[config.mk]
export PLATFORM = sky130hd
export DESIGN_NAME = instruction_decode
export DESIGN_NICKNAME = d
export VERILOG_FILES = /design/src/rtl/id_pkg.sv /design/src/rtl/register_file.sv /design/src/rtl/instruction_decode.sv
export SDC_FILE = /design/constraint.sdc
export NUM_CORES = 2
export LEC_CHECK = 0
export ABC_AREA = 1
export BUFFER_PORTS_ARGS = -buffer_cell sky130_fd_sc_hd__buf_2
export CORE_AREA = 2 2 376 378
export CTS_CLUSTER_SIZE = 12
export DETAILED_ROUTE_END_ITERATION = 10
export DIE_AREA = 0 0 378 380
export PLACE_DENSITY = 0.57
export SLEW_MARGIN = 20
export SYNTH_ARGS = -nofsm -noshare
export SYNTH_HDL_FRONTEND = slang
export SYNTH_SLANG_ARGS = --single-unit
[constraint.sdc]
create_clock -name clock -period 1.05 [get_ports clock]
set_clock_uncertainty 0.1 [all_clocks]
set_input_delay 0.105 -clock clock [delete_from_list [all_inputs] [get_ports clock]]
set_output_delay 0.105 -clock clock [all_outputs]
set_load 0.02 [all_outputs]
[src/rtl/id_pkg.sv]
// Shared decode definitions for the ID stage: opcodes, ALU op classes, control bundle.
// Helper functions keep the opcode-to-control table in one place.
package id_pkg;

  localparam logic [5:0] OP_RTYPE = 6'b000000;
  localparam logic [5:0] OP_LW    = 6'b100011;
  localparam logic [5:0] OP_SW    = 6'b101011;
  localparam logic [5:0] OP_BEQ   = 6'b000100;
  localparam logic [5:0] OP_ADDI  = 6'b001000;

  localparam logic [1:0] ALU_OP_ADD   = 2'b00;
  localparam logic [1:0] ALU_OP_SUB   = 2'b01;
  localparam logic [1:0] ALU_OP_FUNCT = 2'b10;

  typedef struct packed {
    logic       reg_dst;
    logic       alu_src;
    logic       mem_read;
    logic       mem_write;
    logic       mem_to_reg;
    logic       reg_write;
    logic       branch;
    logic [1:0] alu_op;
  } ctrl_t;

  localparam ctrl_t CTRL_NOP = '0;

  function automatic ctrl_t decode_ctrl(input logic [5:0] op);
    ctrl_t c;
    c = CTRL_NOP;
    case (op)
      OP_RTYPE: begin
        c.reg_dst   = 1'b1;
        c.reg_write = 1'b1;
        c.alu_op    = ALU_OP_FUNCT;
      end
      OP_LW: begin
        c.alu_src    = 1'b1;
        c.mem_read   = 1'b1;
        c.mem_to_reg = 1'b1;
        c.reg_write  = 1'b1;
        c.alu_op     = ALU_OP_ADD;
      end
      OP_SW: begin
        c.alu_src   = 1'b1;
        c.mem_write = 1'b1;
        c.alu_op    = ALU_OP_ADD;
      end
      OP_BEQ: begin
        c.branch = 1'b1;
        c.alu_op = ALU_OP_SUB;
      end
      OP_ADDI: begin
        c.alu_src   = 1'b1;
        c.reg_write = 1'b1;
        c.alu_op    = ALU_OP_ADD;
      end
      default: c = CTRL_NOP;
    endcase
    return c;
  endfunction

  // Only these formats actually consume rt as a source operand.
  function automatic logic op_uses_rt(input logic [5:0] op);
    return (op == OP_RTYPE) || (op == OP_SW) || (op == OP_BEQ);
  endfunction

endpackage

[src/rtl/register_file.sv]
// 2-read/1-write register file, r0 hardwired to zero, async active-low clear.
// ID_RF_BYPASS_EN makes a same-cycle write visible on the read ports (write-through).
module register_file #(
  parameter int DATA_W     = 32,
  parameter int REG_ADDR_W = 5
) (
  input  logic                  clk_i,
  input  logic                  rst_ni,
  input  logic [REG_ADDR_W-1:0] raddr1_i,
  input  logic [REG_ADDR_W-1:0] raddr2_i,
  output logic [DATA_W-1:0]     rdata1_o,
  output logic [DATA_W-1:0]     rdata2_o,
  input  logic                  we_i,
  input  logic [REG_ADDR_W-1:0] waddr_i,
  input  logic [DATA_W-1:0]     wdata_i
);

  localparam int NREGS = 2 ** REG_ADDR_W;

  logic [DATA_W-1:0] regs_q [NREGS];

  always_ff @(posedge clk_i or negedge rst_ni) begin
    if (!rst_ni) begin
      for (int i = 0; i < NREGS; i++) regs_q[i] <= '0;
    end else if (we_i && (waddr_i != '0)) begin
      regs_q[waddr_i] <= wdata_i;
    end
  end

  always_comb begin
    rdata1_o = (raddr1_i == '0) ? '0 : regs_q[raddr1_i];
    rdata2_o = (raddr2_i == '0) ? '0 : regs_q[raddr2_i];
`ifdef ID_RF_BYPASS_EN
    if (we_i && (waddr_i != '0) && (waddr_i == raddr1_i)) rdata1_o = wdata_i;
    if (we_i && (waddr_i != '0) && (waddr_i == raddr2_i)) rdata2_o = wdata_i;
`endif
  end

endmodule

[src/rtl/instruction_decode.sv]
// ID stage: register file read, control decode, sign extension, load-use stall, ID/EX register.
// Build option ID_RF_BYPASS_EN enables register-file write-through on same-cycle read.
module instruction_decode
  import id_pkg::*;
#(
  parameter int DATA_W     = 32,
  parameter int PC_W       = 11,
  parameter int REG_ADDR_W = 5
) (
  input  logic                  clock,
  input  logic                  reset_n,
  input  logic [DATA_W-1:0]     instruccion,
  input  logic [PC_W-1:0]       pc,
  input  logic                  flush,
  input  logic                  mem_read_ex,
  input  logic [REG_ADDR_W-1:0] rt_ex,
  input  logic                  reg_write_wb,
  input  logic [REG_ADDR_W-1:0] write_reg_wb,
  input  logic [DATA_W-1:0]     write_data_wb,
  output logic                  stall,
  output logic [PC_W-1:0]       pc_ex,
  output logic [DATA_W-1:0]     read_data_1,
  output logic [DATA_W-1:0]     read_data_2,
  output logic [DATA_W-1:0]     imm_ext,
  output logic [REG_ADDR_W-1:0] rs_ex,
  output logic [REG_ADDR_W-1:0] rt_ex_o,
  output logic [REG_ADDR_W-1:0] rd_ex,
  output logic                  reg_dst,
  output logic                  alu_src,
  output logic                  mem_read,
  output logic                  mem_write,
  output logic                  mem_to_reg,
  output logic                  reg_write,
  output logic                  branch,
  output logic [1:0]            alu_op
);

  logic [5:0]            opcode;
  logic [REG_ADDR_W-1:0] rs, rt, rd;
  logic [DATA_W-1:0]     rf_rdata1, rf_rdata2;
  logic [DATA_W-1:0]     imm_d;
  logic                  hazard;
  ctrl_t                 ctrl_d, ctrl_q;

  logic [PC_W-1:0]       pc_q;
  logic [DATA_W-1:0]     rd1_q, rd2_q, imm_q;
  logic [REG_ADDR_W-1:0] rs_q, rt_q, rd_q;

  assign opcode = instruccion[31:26];
  assign rs     = instruccion[25:21];
  assign rt     = instruccion[20:16];
  assign rd     = instruccion[15:11];
  assign imm_d  = {{(DATA_W-16){instruccion[15]}}, instruccion[15:0]};

  register_file #(
    .DATA_W     (DATA_W),
    .REG_ADDR_W (REG_ADDR_W)
  ) u_rf (
    .clk_i    (clock),
    .rst_ni   (reset_n),
    .raddr1_i (rs),
    .raddr2_i (rt),
    .rdata1_o (rf_rdata1),
    .rdata2_o (rf_rdata2),
    .we_i     (reg_write_wb),
    .waddr_i  (write_reg_wb),
    .wdata_i  (write_data_wb)
  );

  assign hazard = mem_read_ex && (rt_ex != '0) &&
                  ((rt_ex == rs) || ((rt_ex == rt) && op_uses_rt(opcode)));

  // A taken branch squashes the wrong-path instruction, so there is nothing to stall for.
  assign stall  = hazard && !flush && reset_n;

  assign ctrl_d = (hazard || flush) ? CTRL_NOP : decode_ctrl(opcode);

  always_ff @(posedge clock or negedge reset_n) begin
    if (!reset_n) begin
      pc_q   <= '0;
      rd1_q  <= '0;
      rd2_q  <= '0;
      imm_q  <= '0;
      rs_q   <= '0;
      rt_q   <= '0;
      rd_q   <= '0;
      ctrl_q <= CTRL_NOP;
    end else begin
      pc_q   <= pc;
      rd1_q  <= rf_rdata1;
      rd2_q  <= rf_rdata2;
      imm_q  <= imm_d;
      rs_q   <= rs;
      rt_q   <= rt;
      rd_q   <= rd;
      ctrl_q <= ctrl_d;
    end
  end

  assign pc_ex       = pc_q;
  assign read_data_1 = rd1_q;
  assign read_data_2 = rd2_q;
  assign imm_ext     = imm_q;
  assign rs_ex       = rs_q;
  assign rt_ex_o     = rt_q;
  assign rd_ex       = rd_q;
  assign reg_dst     = ctrl_q.reg_dst;
  assign alu_src     = ctrl_q.alu_src;
  assign mem_read    = ctrl_q.mem_read;
  assign mem_write   = ctrl_q.mem_write;
  assign mem_to_reg  = ctrl_q.mem_to_reg;
  assign reg_write   = ctrl_q.reg_write;
  assign branch      = ctrl_q.branch;
  assign alu_op      = ctrl_q.alu_op;

endmodule
==> results.md <==
- Status: finished with violations
- Failing checks: hold timing, setup timing
- TritonCTS Buffers: 138
- HP Class: in2reg
- Final-report setup violation count: 198
- Power density cells: 1780 nW/um^2
- Arrival time at the worst endpoint: 1.52 ns
- Startpoint of the worst hold path: write_reg_wb[1]
- Number of design rule violations left after detail routing: 0
- Peak supply drop: 1420 uV
- Achievable frequency: 0.581 GHz
- Most used flip-flop cell after synthesis: sky130_fd_sc_hd__dfrtp_1
- Std cell rows: 137
- Worst setup SP type: flip-flop
- Cell with the biggest individual delay on the critical path: sky130_fd_sc_hd__dfrtp_2
- Max Buffers Root-to-Sink: 3
- Crit path kind: reg2out
- Synth Area per Inst: 7.03 sq um
- Least-Margin Pin Slew: 0.810 ns
- CP Capture Type: output port
- Total die area: 144000 sq um
- Unrepaired setup endpoints after global routing: true
- Maximum single-stage delay on the critical path: 0.43 ns
- TritonCTS clock tree: yes
- Critical path required time: 0.84 ns
- Number of design-rule violations left by the first detailed-router iteration: 8123
- Count of unique library cells instantiated by Yosys: 28
- Period Utilization, post-route: 1.64
- Destination of the worst hold path: u_rf.regs_q[337]
- Combined buffer and inverter count along the critical path: 2
- Clk Latency, worst-skew pair: 0.79 ns
- Yosys top cell by area: sky130_fd_sc_hd__dfrtp_1
- Post-Route WL: 263 mm
- Ports placed on the boundary: 222
- Area of the mapped netlist: 59800 sq um
- Cell count after synthesis: 8505
- Via-to-Cell Ratio: 5.69
- Setup slack after layout: -0.670 ns
- Sum of net half-perimeters after detailed placement: 169 mm
- Length of the first detailed-routing pass in iterations: 7
- Async set-reset flop share out of synthesis: 1.00
- Worst r2r src: u_rf.regs_q[80]
- Core box area: 139000 sq um
- Layout cell share with drive strength beyond 1: 0.220
- Clock-pin transition on the worst setup and hold timing paths: 0.06 ns
- Critical-path cell list: buf_6 > buf_4
- Top delay family on crit path: flip-flops
- Placed instance count: 10900
- Antenna-violating nets left: 0
- Most numerous cell types in the synthesized netlist: sky130_fd_sc_hd__nand2_1, sky130_fd_sc_hd__nand3_1, sky130_fd_sc_hd__dfrtp_1, sky130_fd_sc_hd__nor2_1, sky130_fd_sc_hd__o21ai_0
- Critical path peak fanout: 9
- Area growth from synthesis to final layout: 36.8%
- Terminus of the critical flop-to-flop path: read_data_1[16]
- Port Buffers: 221
- Count of nets after finishing: 9472
- Count of clock tree sinks: 1133
- Final estimated routing congestion in global placement: 0.912
- Effective utilization at floorplan: 0.430
- Setup Slack @ Placement: -0.843 ns
- Total grt overflow: 0
- Die Width: 378 um
- Vias after detailed routing: 64600
- Final critical delay including setup and external delays: 1.72 ns
- Vias in the first global route: 60900
- YS warnings: 0
- Routed length per placed instance: 23.2 um
- Clock root cell: sky130_fd_sc_hd__clkbuf_16
- Share of the synthesized area in the top cell type: 0.474
- Reg2Reg Depth: 8
- Final slew viol count: 0
- P_leak: 39.2 nW
- Post-layout util: 0.588
- Number of nets produced by synthesis: 8595
- Worst slew margin relative to its limit: 0.460
- Gr usage total: 0.362
- Seq/Total Area, Yosys: 0.474
- Hold-critical path depth: 5
- Worst hold-check slack: -0.111 ns
- First-pass GRT wire length: 394 mm
- Die Y: 380 um
- Leading cell type by number of instances after synthesis: sky130_fd_sc_hd__nand2_1
- Antenna violations before repair: 4
- Maximum number of pins on one net before global-route repair: 67
- Count of maximum capacitance violations: 0
- Final total power: 146 mW
- Fin cells: 11400
- Total of flip-flops plus latches after synthesis: 1133
- CTS H-tree depth: 4
- Top area cells in the synthesized netlist: sky130_fd_sc_hd__dfrtp_1, sky130_fd_sc_hd__nand2_1, sky130_fd_sc_hd__nand3_1, sky130_fd_sc_hd__o21ai_0, sky130_fd_sc_hd__a21oi_1
- Flop2flop setup slack: -0.30 ns
- EDFF count, synth: 0
- Hold Vio Cnt, Final: 26
[timing repair]
action,CTS,global route
endpoints found under the setup margin,196,213
setup buffers,67,55
hold endpoints to repair,2214,12
gates cloned,4,0
gates resized for setup,536,291
pin swaps,368,318
hold buffers,136,4
[metal layers]
metal  track usage  wire length (um)
met5             0                 7
met2         0.549            116000
met4         0.151             12100
met3        0.0645             26600
met1         0.508            108000
[sequential cells by signal (all words and copies together), names as in the netlist]
register	cells
imm_ext	12
rt_ex_o	5
rd_ex	4
branch	1
alu_src	1
reg_write	1
read_data_1	32
mem_write	1
mem_read	1
reg_dst	1
rs_ex	5
u_rf.regs_q	1024
alu_op	2
read_data_2	32
pc_ex	11
[worst max-delay path by stage]
stage	endpoint	cells after the start	slack (ns)	startpoint
finish	rd_ex[4]	2	-0.67	imm_ext[15]
global route	rd_ex[4]	2	-0.70	imm_ext[15]
CTS	imm_ext[18]	1	-0.68	imm_ext[15]
detailed placement	read_data_1[3]	12	-0.84	instruccion[21]
global placement	read_data_1[3]	12	-0.82	instruccion[21]
floorplan	u_rf.regs_q[131]	6	-0.23	write_reg_wb[2]
[metrics by stage]
stage / TNS (ns) / area, sq um
global route: -88.00 / 81800
floorplan: -169.95 / 62200
finish: -79.78 / 81800
detailed placement: -489.02 / 72400
CTS: -91.89 / 80500
global placement: -464.87 / 72400
[worst min-delay path: stages]
cell and delay [ns]:
sky130_fd_sc_hd__buf_2 0.12, sky130_fd_sc_hd__nor2_2 0.05, sky130_fd_sc_hd__buf_4 0.17, sky130_fd_sc_hd__nand2_4 0.17, sky130_fd_sc_hd__o21ai_0 0.10
[cells in the final DEF (no fill, tap or decap), drive strengths merged]
| cell type | n |
|---|---|
| bufinv | 11 |
| clkinvlp | 2 |
| dlygate4sd3 | 124 |
| bufbuf | 4 |
| inv | 123 |
| a21oi | 545 |
| nand4 | 1 |
| o21ai | 696 |
| nor3 | 5 |
| dlymetal6s4s | 8 |
| nand3 | 1382 |
| buf | 1380 |
| xnor2 | 4 |
| xor2 | 4 |
| or2 | 1 |
| clkbuf | 209 |
| nand2 | 3115 |
| o211ai | 10 |
| dfrtp | 1133 |
| nor2 | 710 |
| diode | 1 |
| clkinv | 15 |
| a31oi | 1 |
[report_power, final]
group          internal (mW)  leakage [nW]  switching, mW
Sequential              52.1          14.2           6.90
Combinational           17.5          22.8           19.0
Clock                   30.3          2.31           20.0
[logic make-up (layout without fill, tap and decap cells)]
| kind of cell | Yosys count | in the layout | synth area share |
|---|---|---|---|
| AOI/OAI and AO/OA | 1252 | 1252 | 0.105 |
| buffers and inverters | 898 | 1876 | 0.0615 |
| xor gates and xnor gates | 8 | 8 | 0.00117 |
| other | 0 | 1 | 0 |
| and+or+nand+nor | 5214 | 5214 | 0.358 |
| DFF | 1133 | 1133 | 0.474 |
[final cells by class]
cell class                      count  area, sq um
Inverter                          119          519
Multi-Input combinational cell   6474        29500
Clock buffer                      209         4220
Antenna cell                        1         2.50
Sequential cell                  1133        28400
Fill cell                       12700        57400
Tap cell                         1876         2350
Timing Repair Buffer             1516        16300
Clock inverter                     32          474
(Power assumes the default switching activity.)
